## src/rtl/rr_mux8_pkg.sv

```systemverilog
// Shared types and helpers for the round-robin 8:1 mux arbiter.
package rr_mux8_pkg;

  localparam int NREQ  = 8;
  localparam int SEL_W = 3;

  typedef enum logic {
    IDLE  = 1'b0,
    GRANT = 1'b1
  } state_t;

  // Rotating priority pick: scan req starting at ptr, wrapping at NREQ;
  // the first set bit wins. Returns ptr when nothing is requested.
  function automatic logic [SEL_W-1:0] rr_pick(input logic [NREQ-1:0] req,
                                               input logic [SEL_W-1:0] ptr);
    logic [SEL_W-1:0] pick;
    logic [SEL_W-1:0] idx;
    logic             found;
    pick  = ptr;
    found = 1'b0;
    for (int i = 0; i < NREQ; i++) begin
      idx = ptr + SEL_W'(i);
      if (!found && req[idx]) begin
        pick  = idx;
        found = 1'b1;
      end
    end
    return pick;
  endfunction

endpackage

```

## src/rtl/mux8_datapath.sv

```systemverilog
// Pure combinational 8:1 bit select.
module mux8_datapath
  import rr_mux8_pkg::*;
(
  input  logic [NREQ-1:0]  din,
  input  logic [SEL_W-1:0] sel,
  output logic             y
);

  // Select the data bit of the addressed requester.
  always_comb begin
    y = din[sel];
  end

endmodule

```

## src/rtl/rr_mux8_arbiter.sv

```systemverilog
// Round-robin arbiter sequencing a shared 8:1 bit-select datapath.
// A holder keeps the grant until it drops its request or has held it
// MAX_HOLD cycles; re-arbitration happens without an idle bubble.
module rr_mux8_arbiter
  import rr_mux8_pkg::*;
#(
  parameter int MAX_HOLD = 4
) (
  input  logic             clk,
  input  logic             rst_n,
  input  logic [NREQ-1:0]  req,
  input  logic [NREQ-1:0]  din,
  output logic [SEL_W-1:0] sel,
  output logic [NREQ-1:0]  gnt,
  output logic             valid,
  output logic             dout
);

  localparam int HOLD_W = (MAX_HOLD > 1) ? $clog2(MAX_HOLD) : 1;

  state_t            state_reg, state_next;
  logic [SEL_W-1:0]  sel_reg, sel_next;
  logic [NREQ-1:0]   gnt_reg, gnt_next;
  logic              valid_reg, valid_next;
  logic [HOLD_W-1:0] hold_cnt_reg, hold_cnt_next;
  logic [SEL_W-1:0]  ptr_reg, ptr_next;

  logic [SEL_W-1:0]  winner;
  logic [NREQ-1:0]   winner_onehot;
  logic              release_grant;
  logic              mux_y;

  assign winner = rr_pick(req, ptr_reg);

  // One-hot decode of the winning index.
  generate
    for (genvar gi = 0; gi < NREQ; gi++) begin : g_onehot
      assign winner_onehot[gi] = (winner == SEL_W'(gi));
    end
  endgenerate

  // Holder gives up the grant when it stops requesting or hits its hold limit.
  assign release_grant = !req[sel_reg] || (hold_cnt_reg == HOLD_W'(MAX_HOLD - 1));

  // State and output registers; reset drops any grant immediately.
  always_ff @(posedge clk or negedge rst_n) begin
    if (!rst_n) begin
      state_reg    <= IDLE;
      sel_reg      <= '0;
      gnt_reg      <= '0;
      valid_reg    <= 1'b0;
      hold_cnt_reg <= '0;
      ptr_reg      <= '0;
    end else begin
      state_reg    <= state_next;
      sel_reg      <= sel_next;
      gnt_reg      <= gnt_next;
      valid_reg    <= valid_next;
      hold_cnt_reg <= hold_cnt_next;
      ptr_reg      <= ptr_next;
    end
  end

  // Next-state logic: arbitrate from IDLE, hold, hand over or go idle.
  always_comb begin
    state_next    = state_reg;
    sel_next      = sel_reg;
    gnt_next      = gnt_reg;
    valid_next    = valid_reg;
    hold_cnt_next = hold_cnt_reg;
    ptr_next      = ptr_reg;
    case (state_reg)
      IDLE: begin
        if (|req) begin
          state_next    = GRANT;
          sel_next      = winner;
          gnt_next      = winner_onehot;
          valid_next    = 1'b1;
          hold_cnt_next = '0;
          ptr_next      = winner + SEL_W'(1);
        end
      end
      GRANT: begin
        if (!release_grant) begin
          hold_cnt_next = hold_cnt_reg + HOLD_W'(1);
        end else if (|req) begin
          // ptr already points past the holder, so it ranks last here.
          sel_next      = winner;
          gnt_next      = winner_onehot;
          valid_next    = 1'b1;
          hold_cnt_next = '0;
          ptr_next      = winner + SEL_W'(1);
        end else begin
          state_next    = IDLE;
          gnt_next      = '0;
          valid_next    = 1'b0;
          hold_cnt_next = '0;
        end
      end
      default: begin
        state_next = IDLE;
      end
    endcase
  end

  mux8_datapath u_mux (
    .din (din),
    .sel (sel_reg),
    .y   (mux_y)
  );

  assign sel   = sel_reg;
  assign gnt   = gnt_reg;
  assign valid = valid_reg;
  assign dout  = valid_reg & mux_y;

endmodule

```

## config.mk

```make
export PLATFORM = sky130hd
export DESIGN_NAME = rr_mux8_arbiter
export DESIGN_NICKNAME = d
export VERILOG_FILES = /design/src/rtl/rr_mux8_pkg.sv /design/src/rtl/mux8_datapath.sv /design/src/rtl/rr_mux8_arbiter.sv
export SDC_FILE = /design/constraint.sdc
export NUM_CORES = 1
export LEC_CHECK = 0
export CORE_ASPECT_RATIO = 0.8
export CORE_UTILIZATION = 39
export CTS_CLUSTER_DIAMETER = 100
export CTS_CLUSTER_SIZE = 40
export DETAILED_ROUTE_END_ITERATION = 16
export PLACE_DENSITY = 0.69
export RECOVER_POWER = 50
export SLEW_MARGIN = 20
export SYNTH_ARGS = -nofsm -noshare
export SYNTH_HDL_FRONTEND = slang
export SYNTH_SLANG_ARGS = --single-unit
```

## constraint.sdc

```tcl
create_clock -name clk -period 4.5 [get_ports clk]
set_input_delay 0.9 -clock clk [delete_from_list [all_inputs] [get_ports clk]]
set_output_delay 0.9 -clock clk [all_outputs]
set_load 0.005 [all_outputs]
```

# [Yosys cells after proc, flatten, opt, wreduce, memory -nomap -nowiden]
# Cells that the tools add are included.
[totals] elab_cells=108 ram_bits=0 latch_bits=0 mem_count=0 input_bits=18 mem_bits_ro=0 regBits=18 output_inout_bits=13
[classes] muxes=53 n_bitwise=2 eq_ne=10 n_mul=0 n_shift=0 n_reduce_logical=19 n_div=0 addsub=9 order_cmp=9
[op_table] operator="3-bit by 4-bit less-than comparator with 1-bit output (second input constant)" n=9
[op_table] operator="3-bit two-way mux" n=11
[op_table] operator="1-bit binary-select mux with 3-bit select" n=10
[op_table] operator="8-bit two-way mux" n=3
[op_table] operator="1-bit two-way mux" n=21
[op_table] operator="8-bit case mux with 2 select lines" n=1
[op_table] operator="3-bit adder (second input constant)" n=4
[op_table] operator="3-bit equality test (second input constant)" n=4
[op_table] operator="3-bit case mux with 2 select lines" n=2
[op_table] operator="1-bit logical NOT" n=8
[op_table] operator="8-bit OR reduction" n=1
[op_table] operator="1-bit logical AND" n=7
[op_table] operator="3-bit by 1-bit adder with 3-bit output (second input constant)" n=2
[op_table] operator="3-bit by 2-bit adder with 3-bit output (second input constant)" n=2
[op_table] operator="3-bit by 2-bit equality test with 1-bit output (second input constant)" n=2
[op_table] operator="2-bit two-way mux" n=2
[op_table] operator="1-bit case mux with 2 select lines" n=2
[op_table] operator="2-bit case mux with 2 select lines" n=1
[op_table] operator="3-bit by 1-bit equality test with 1-bit output (second input constant)" n=1
[op_table] operator="3-bit logical NOT" n=1
[op_table] operator="2-bit by 1-bit adder with 2-bit output (second input constant)" n=1
[op_table] operator="2-bit equality test (second input constant)" n=1
[op_table] operator="2-bit by 1-bit != test with 1-bit output (second input constant)" n=1
[op_table] operator="2-bit != test (second input constant)" n=1
[op_table] operator="4 further kinds" n=4

# [Depth between registers and ports, before layout]
[depth] word_depth=28 ltp_mapped=15 depth_no_buf=12

# [Cells and area by module]
# From an unflattened synthesis, not the netlist that was laid out.
[unflattened] cells_unflattened=176 area_unflattened_um2=1824.2
[by_module_without_submodules] module="rr_mux8_arbiter" cells_each=173 area_each_um2=1760.4 seq_area_each_um2=450.4 instances=1
[by_module_without_submodules] module="mux8_datapath" cells_each=3 area_each_um2=63.8 seq_area_each_um2=0.0 instances=1

# [Worst setup path after synthesis]
# OpenSTA, ideal clock, no wires.
[synth_path] path_kind="register to register" start="register ptr_reg[0]" end="register gnt_reg[7], in the netlist gnt[7]" arrival_time_ns=3.397 setup_time_ns=0.121 required_time_ns=4.379 stages_incl_launch_ff=15 n_path_buf=3 path_slack_ns=0.982 synth_period_minus_slack_ns=3.518 path_cell_list="dfrtp_1 > buf_6 > clkinv_1 > ha_1 > buf_2 > buf_2 > mux4_1 > mux2_4 > nor3b_4 > nand2_2 > o32a_1 > o2bb2ai_4 > inv_1 > ha_1 > a22o_1"
[synth_via] elab_chain_cells=28
[synth_lines] element="start: declaration" line="rr_mux8_arbiter.sv:26" source="logic [SEL_W-1:0] ptr_reg, ptr_next;"
[synth_lines] element="start signal: assignment" line="rr_mux8_arbiter.sv:60" source="ptr_reg <= ptr_next;"
[synth_lines] element="branches (longest 23 deep; another with 3-bit by 1-bit adder with 3-bit output)"
[synth_lines] element="3-bit two-way mux *" line="rr_mux8_pkg.sv:23" source="if (!found && req[idx]) begin"
[synth_lines] element="named net winner[2]" line="rr_mux8_arbiter.sv:28" source="logic [SEL_W-1:0] winner;"
[synth_lines] element="3-bit equality test *" line="rr_mux8_arbiter.sv:38" source="assign winner_onehot[gi] = (winner == SEL_W'(gi));"
[synth_lines] element="8-bit two-way mux" line="rr_mux8_arbiter.sv:86" source="end else if (|req) begin"
[synth_lines] element="8-bit two-way mux" line="rr_mux8_arbiter.sv:84" source="if (!release_grant) begin"
[synth_lines] element="8-bit case mux with 2 select lines *" line="rr_mux8_arbiter.sv:72" source="case (state_reg)"
[synth_lines] element="end signal: assignment" line="rr_mux8_arbiter.sv:57" source="gnt_reg <= gnt_next;"
[synth_lines] element="end: declaration" line="rr_mux8_arbiter.sv:23" source="logic [NREQ-1:0] gnt_reg, gnt_next;"
# Mark *: on every way through the listed nets, which the timed path passes. The select of a mux whose other input is x is not followed.
# A chain may end at the register's enable or synchronous reset.

# [Worst setup path after layout]
[layout_path] start="input req[2]" end="register ptr_reg[2]"
[layout_via] elab_chain_cells=28
[layout_lines] element="start: declaration" line="rr_mux8_arbiter.sv:11" source="input logic [NREQ-1:0] req,"
[layout_lines] element="1-bit binary-select mux with 3-bit select" line="rr_mux8_pkg.sv:23"
[layout_lines] element="1-bit two-way mux (not written as such)" line="rr_mux8_pkg.sv:23"
[layout_lines] element="1-bit two-way mux" line="rr_mux8_pkg.sv:23"
[layout_lines] element="1-bit logical NOT" line="rr_mux8_pkg.sv:23"
[layout_lines] element="1-bit logical AND" line="rr_mux8_pkg.sv:23"
[layout_lines] element="1-bit two-way mux" line="rr_mux8_pkg.sv:23"
[layout_lines] element="1-bit logical NOT" line="rr_mux8_pkg.sv:23"
[layout_lines] element="1-bit logical AND" line="rr_mux8_pkg.sv:23"
[layout_lines] element="(+13 left out)"
[layout_lines] element="1-bit logical NOT" line="rr_mux8_pkg.sv:23"
[layout_lines] element="1-bit logical AND" line="rr_mux8_pkg.sv:23"
[layout_lines] element="3-bit two-way mux *" line="rr_mux8_pkg.sv:23"
[layout_lines] element="named net winner[0]" line="rr_mux8_arbiter.sv:28"
[layout_lines] element="3-bit by 1-bit adder with 3-bit output *" line="rr_mux8_arbiter.sv:80, rr_mux8_arbiter.sv:92"
[layout_lines] element="3-bit two-way mux *" line="rr_mux8_arbiter.sv:74, rr_mux8_arbiter.sv:86"
[layout_lines] element="3-bit two-way mux" line="rr_mux8_arbiter.sv:84"
[layout_lines] element="3-bit case mux with 2 select lines *" line="rr_mux8_arbiter.sv:72"
# The timed path passes the listed nets; every way through them passes the cells marked *. The select of a mux whose other input is x is not followed.

==> flow_metrics.py <==
metrics = {
    "sta": {
        "max_freq_mhz": 259,
        "finalMaxSlewViolations": 0,
        "fin_tns_setup_ns": 0,
        "setup_viol": 0,
        "rsz0062_at_grt": "false",
        "tightest_slew_ns": 0.815,
        "relSlewSlack_pct": 45.5,
        "fin_crit_ns": 3.85,
        "skew_ns": 0.00727,
        "min_period_over_period_pct": 85.6,
        "hold_slack_ns": 0.480,
        "hold_violations": 0,
    },
    "floorplan": {
        "start_util_pct": 41.8,
        "core_sq_um": 4310,
        "die_w_microns": 78.0,
        "ios": 31,
        "fp.dieH_microns": 62.8,
        "die_area_sq_um": 4890,
        "rows": 21,
    },
    "final_layout": {
        "diodes": 0,
        "syn_to_final_growth_pct": 22.8,
        "post_route_cells_drive_above_1_share_pct": 14.4,
        "nNetsFinal": 230,
        "largest_register_ffs": 8,
        "fin_area_sq_um": 2210,
    },
    "cts": {
        "post_cts_buffers": 0,
        "post_cts_resized": 0,
        "numCtsBuffers": 3,
        "cts_sinks": 18,
        "hold_buffers": 0,
        "cts_root_buf": "clkbuf_8",
        "ctsLongestPathBuffers": 2,
        "clk_pin_slew_ns": 0.07,
        "insertion_delay_ns": 0.26,
        "cts_tree": "built",
        "htree_levels": 1,
    },
    "global_route": {
        "gr-total-overflow": 0,
        "track_usage_pct": 18.5,
        "grt_pass1_wl_microns": 7230,
        "antenna_found_initial": 0,
        "grt_max_degree": 19,
        "grt_pass1_vias": 1510,
    },
    "run": {
        "maxCapViolations": 0,
    },
    "synth": {
        "synthFlopType": "dfrtp_1",
        "synth_top_area_share_pct": 25.0,
        "syn_nets": 199,
        "ys_top_cells_by_area": "dfrtp_1, mux4_2, mux4_1",
        "netlist_instances": 172,
        "yosys-top-cells-count": "nand2_1, dfrtp_1, o21ai_0, mux4_2",
        "seq_area_frac_synth_pct": 25.0,
        "synth_edf_count": 0,
        "netlist_area_sq_um": 1800,
        "synth_top_area_cell": "dfrtp_1",
        "synth-seq-cells": 18,
        "synth_most_common_cell": "nand2_1",
        "yosysUniqueCellTypes": 47,
        "synthArstFlopShare_pct": 100,
        "ys_warn_count": 0,
        "synth.avg_cell_area_sq_um": 10.5,
    },
    "worst_setup_path": {
        "reg2reg_from": "ptr_reg[1]$_DFFE_PN0P_",
        "cp.required_ns": 4.68,
        "cpMostUsedCell": "ha_1",
        "crit_arrival_ns": 4.03,
        "crit_type": "primary input to flop",
        "critPathMaxStageDelay_ns": 0.65,
        "critPathCaptureType": "flop",
        "cp-startpoint": "req[2]",
        "worstSetupStartpointType": "primary input",
        "reg2reg_setup_slack_ns": 0.90,
        "crit_chain": "dlygate4sd3_1, mux4_2, mux2i_1, nor3b_4, nand2_2, o211ai_1, xnor2_1, ha_1, ha_1, o21ai_0",
        "worstPathMaxFanout": 8,
        "cp_slowest_cell": "dlygate4sd3_1",
    },
    "place": {
        "hpwlAfterDp_microns": 3070,
        "dpl_cell_area_sq_um": 2160,
        "io_buffers": 30,
        "place_congestion": 0.855,
    },
    "routing": {
        "ant_nets": 0,
        "routed_wirelength_microns": 4050,
        "dr_total_vias": 1511,
        "drt-wirelength-per-cell_microns": 15.6,
        "drc": 0,
        "dr.pass1.iters": 4,
        "drt_iter0_markers": 124,
        "post_drt_via_cell_ratio": 5.83,
    },
    "min_path": {
        "hold_start": "gnt[6]$_DFFE_PN0P_",
        "hold_path.class": "flop to flop",
    },
    "status": {
        "status": "finished clean",
    },
}
routing by layer:
layer,up-vias,global-route usage [%],wire (microns)
met2,44,28.9,1770
met3,4,3.21,175
met1,738,26.6,2060
li1,725,-,-
met5,-,0,0
met4,0,4.40,36
per-stage QoR:
stage | cells | worst slack, ns | utilization [%]
after floorplan | 172 | 0.982 | -
after global placement | 255 | 0.469 | 50.0
after detailed placement | 255 | 0.408 | 50.0
after CTS | 259 | 0.659 | 51.3
after global routing | 259 | 0.417 | 51.3
final | 259 | 0.646 | 51.3
layout make-up:
| cell class | instances | area (sq um) |
|---|---|---|
| clock buffers | 4 | 55.1 |
| fillers | 413 | 2100 |
| inverters | 6 | 22.5 |
| multi-input cells | 141 | 1290 |
| flip-flops and latches | 18 | 450 |
| well taps | 57 | 71.3 |
| repair buffers | 33 | 323 |
path summary, 6_finish.rpt:
kind	endpoint	cells past startpoint
max reg2reg	ptr_reg[2]$_DFFE_PN0P_	10
min reg2reg	gnt[6]$_DFFE_PN0P_	2
max in group asynchronous	state_reg$_DFF_PN0_	1
min in group asynchronous	gnt[5]$_DFFE_PN0P_	1
max	ptr_reg[2]$_DFFE_PN0P_	10
min	gnt[6]$_DFFE_PN0P_	2
placed cells by master, fill, tap and decap left out, types with 3 or more instances in the layout:
master	count
mux4_1	6
clkdlybuf4s50_1	23
mux4_2	10
a21oi_1	5
xor2_1	3
dfrtp_1	18
nand2_1	22
nand3_1	4
dlygate4sd3_1	7
buf_4	3
mux2_2	4
mux2i_1	9
ha_1	9
xnor2_1	4
inv_1	5
nand4_1	3
nor2b_1	4
nor2_1	8
o21ai_0	13
clkbuf_8	4
a32o_1	3
worst max-delay path, delay by kind of cell:
kind | cells | cell delay, ns
AO/OA/AOI/OAI | 2 | 0.46
XOR/XNOR | 1 | 0.26
adder cells (fa/ha/maj) | 2 | 0.49
buffers and inverters | 1 | 0.65
multiplexers | 2 | 0.85
AND/OR/NAND/NOR | 2 | 0.42
cells by family after synthesis:
| group | count (synthesis) | share of synthesized area, % |
|---|---|---|
| simple gates | 53 | 14.7 |
| compound gates | 41 | 16.8 |
| mux | 31 | 30.4 |
| flops | 18 | 25.0 |
| buf+inv | 13 | 3.40 |
| fa+ha+maj | 9 | 6.25 |
| xor+xnor | 7 | 3.41 |
Power is not shown: default switching activity piles up to over one toggle a cycle in this logic, so the estimate is an artifact.
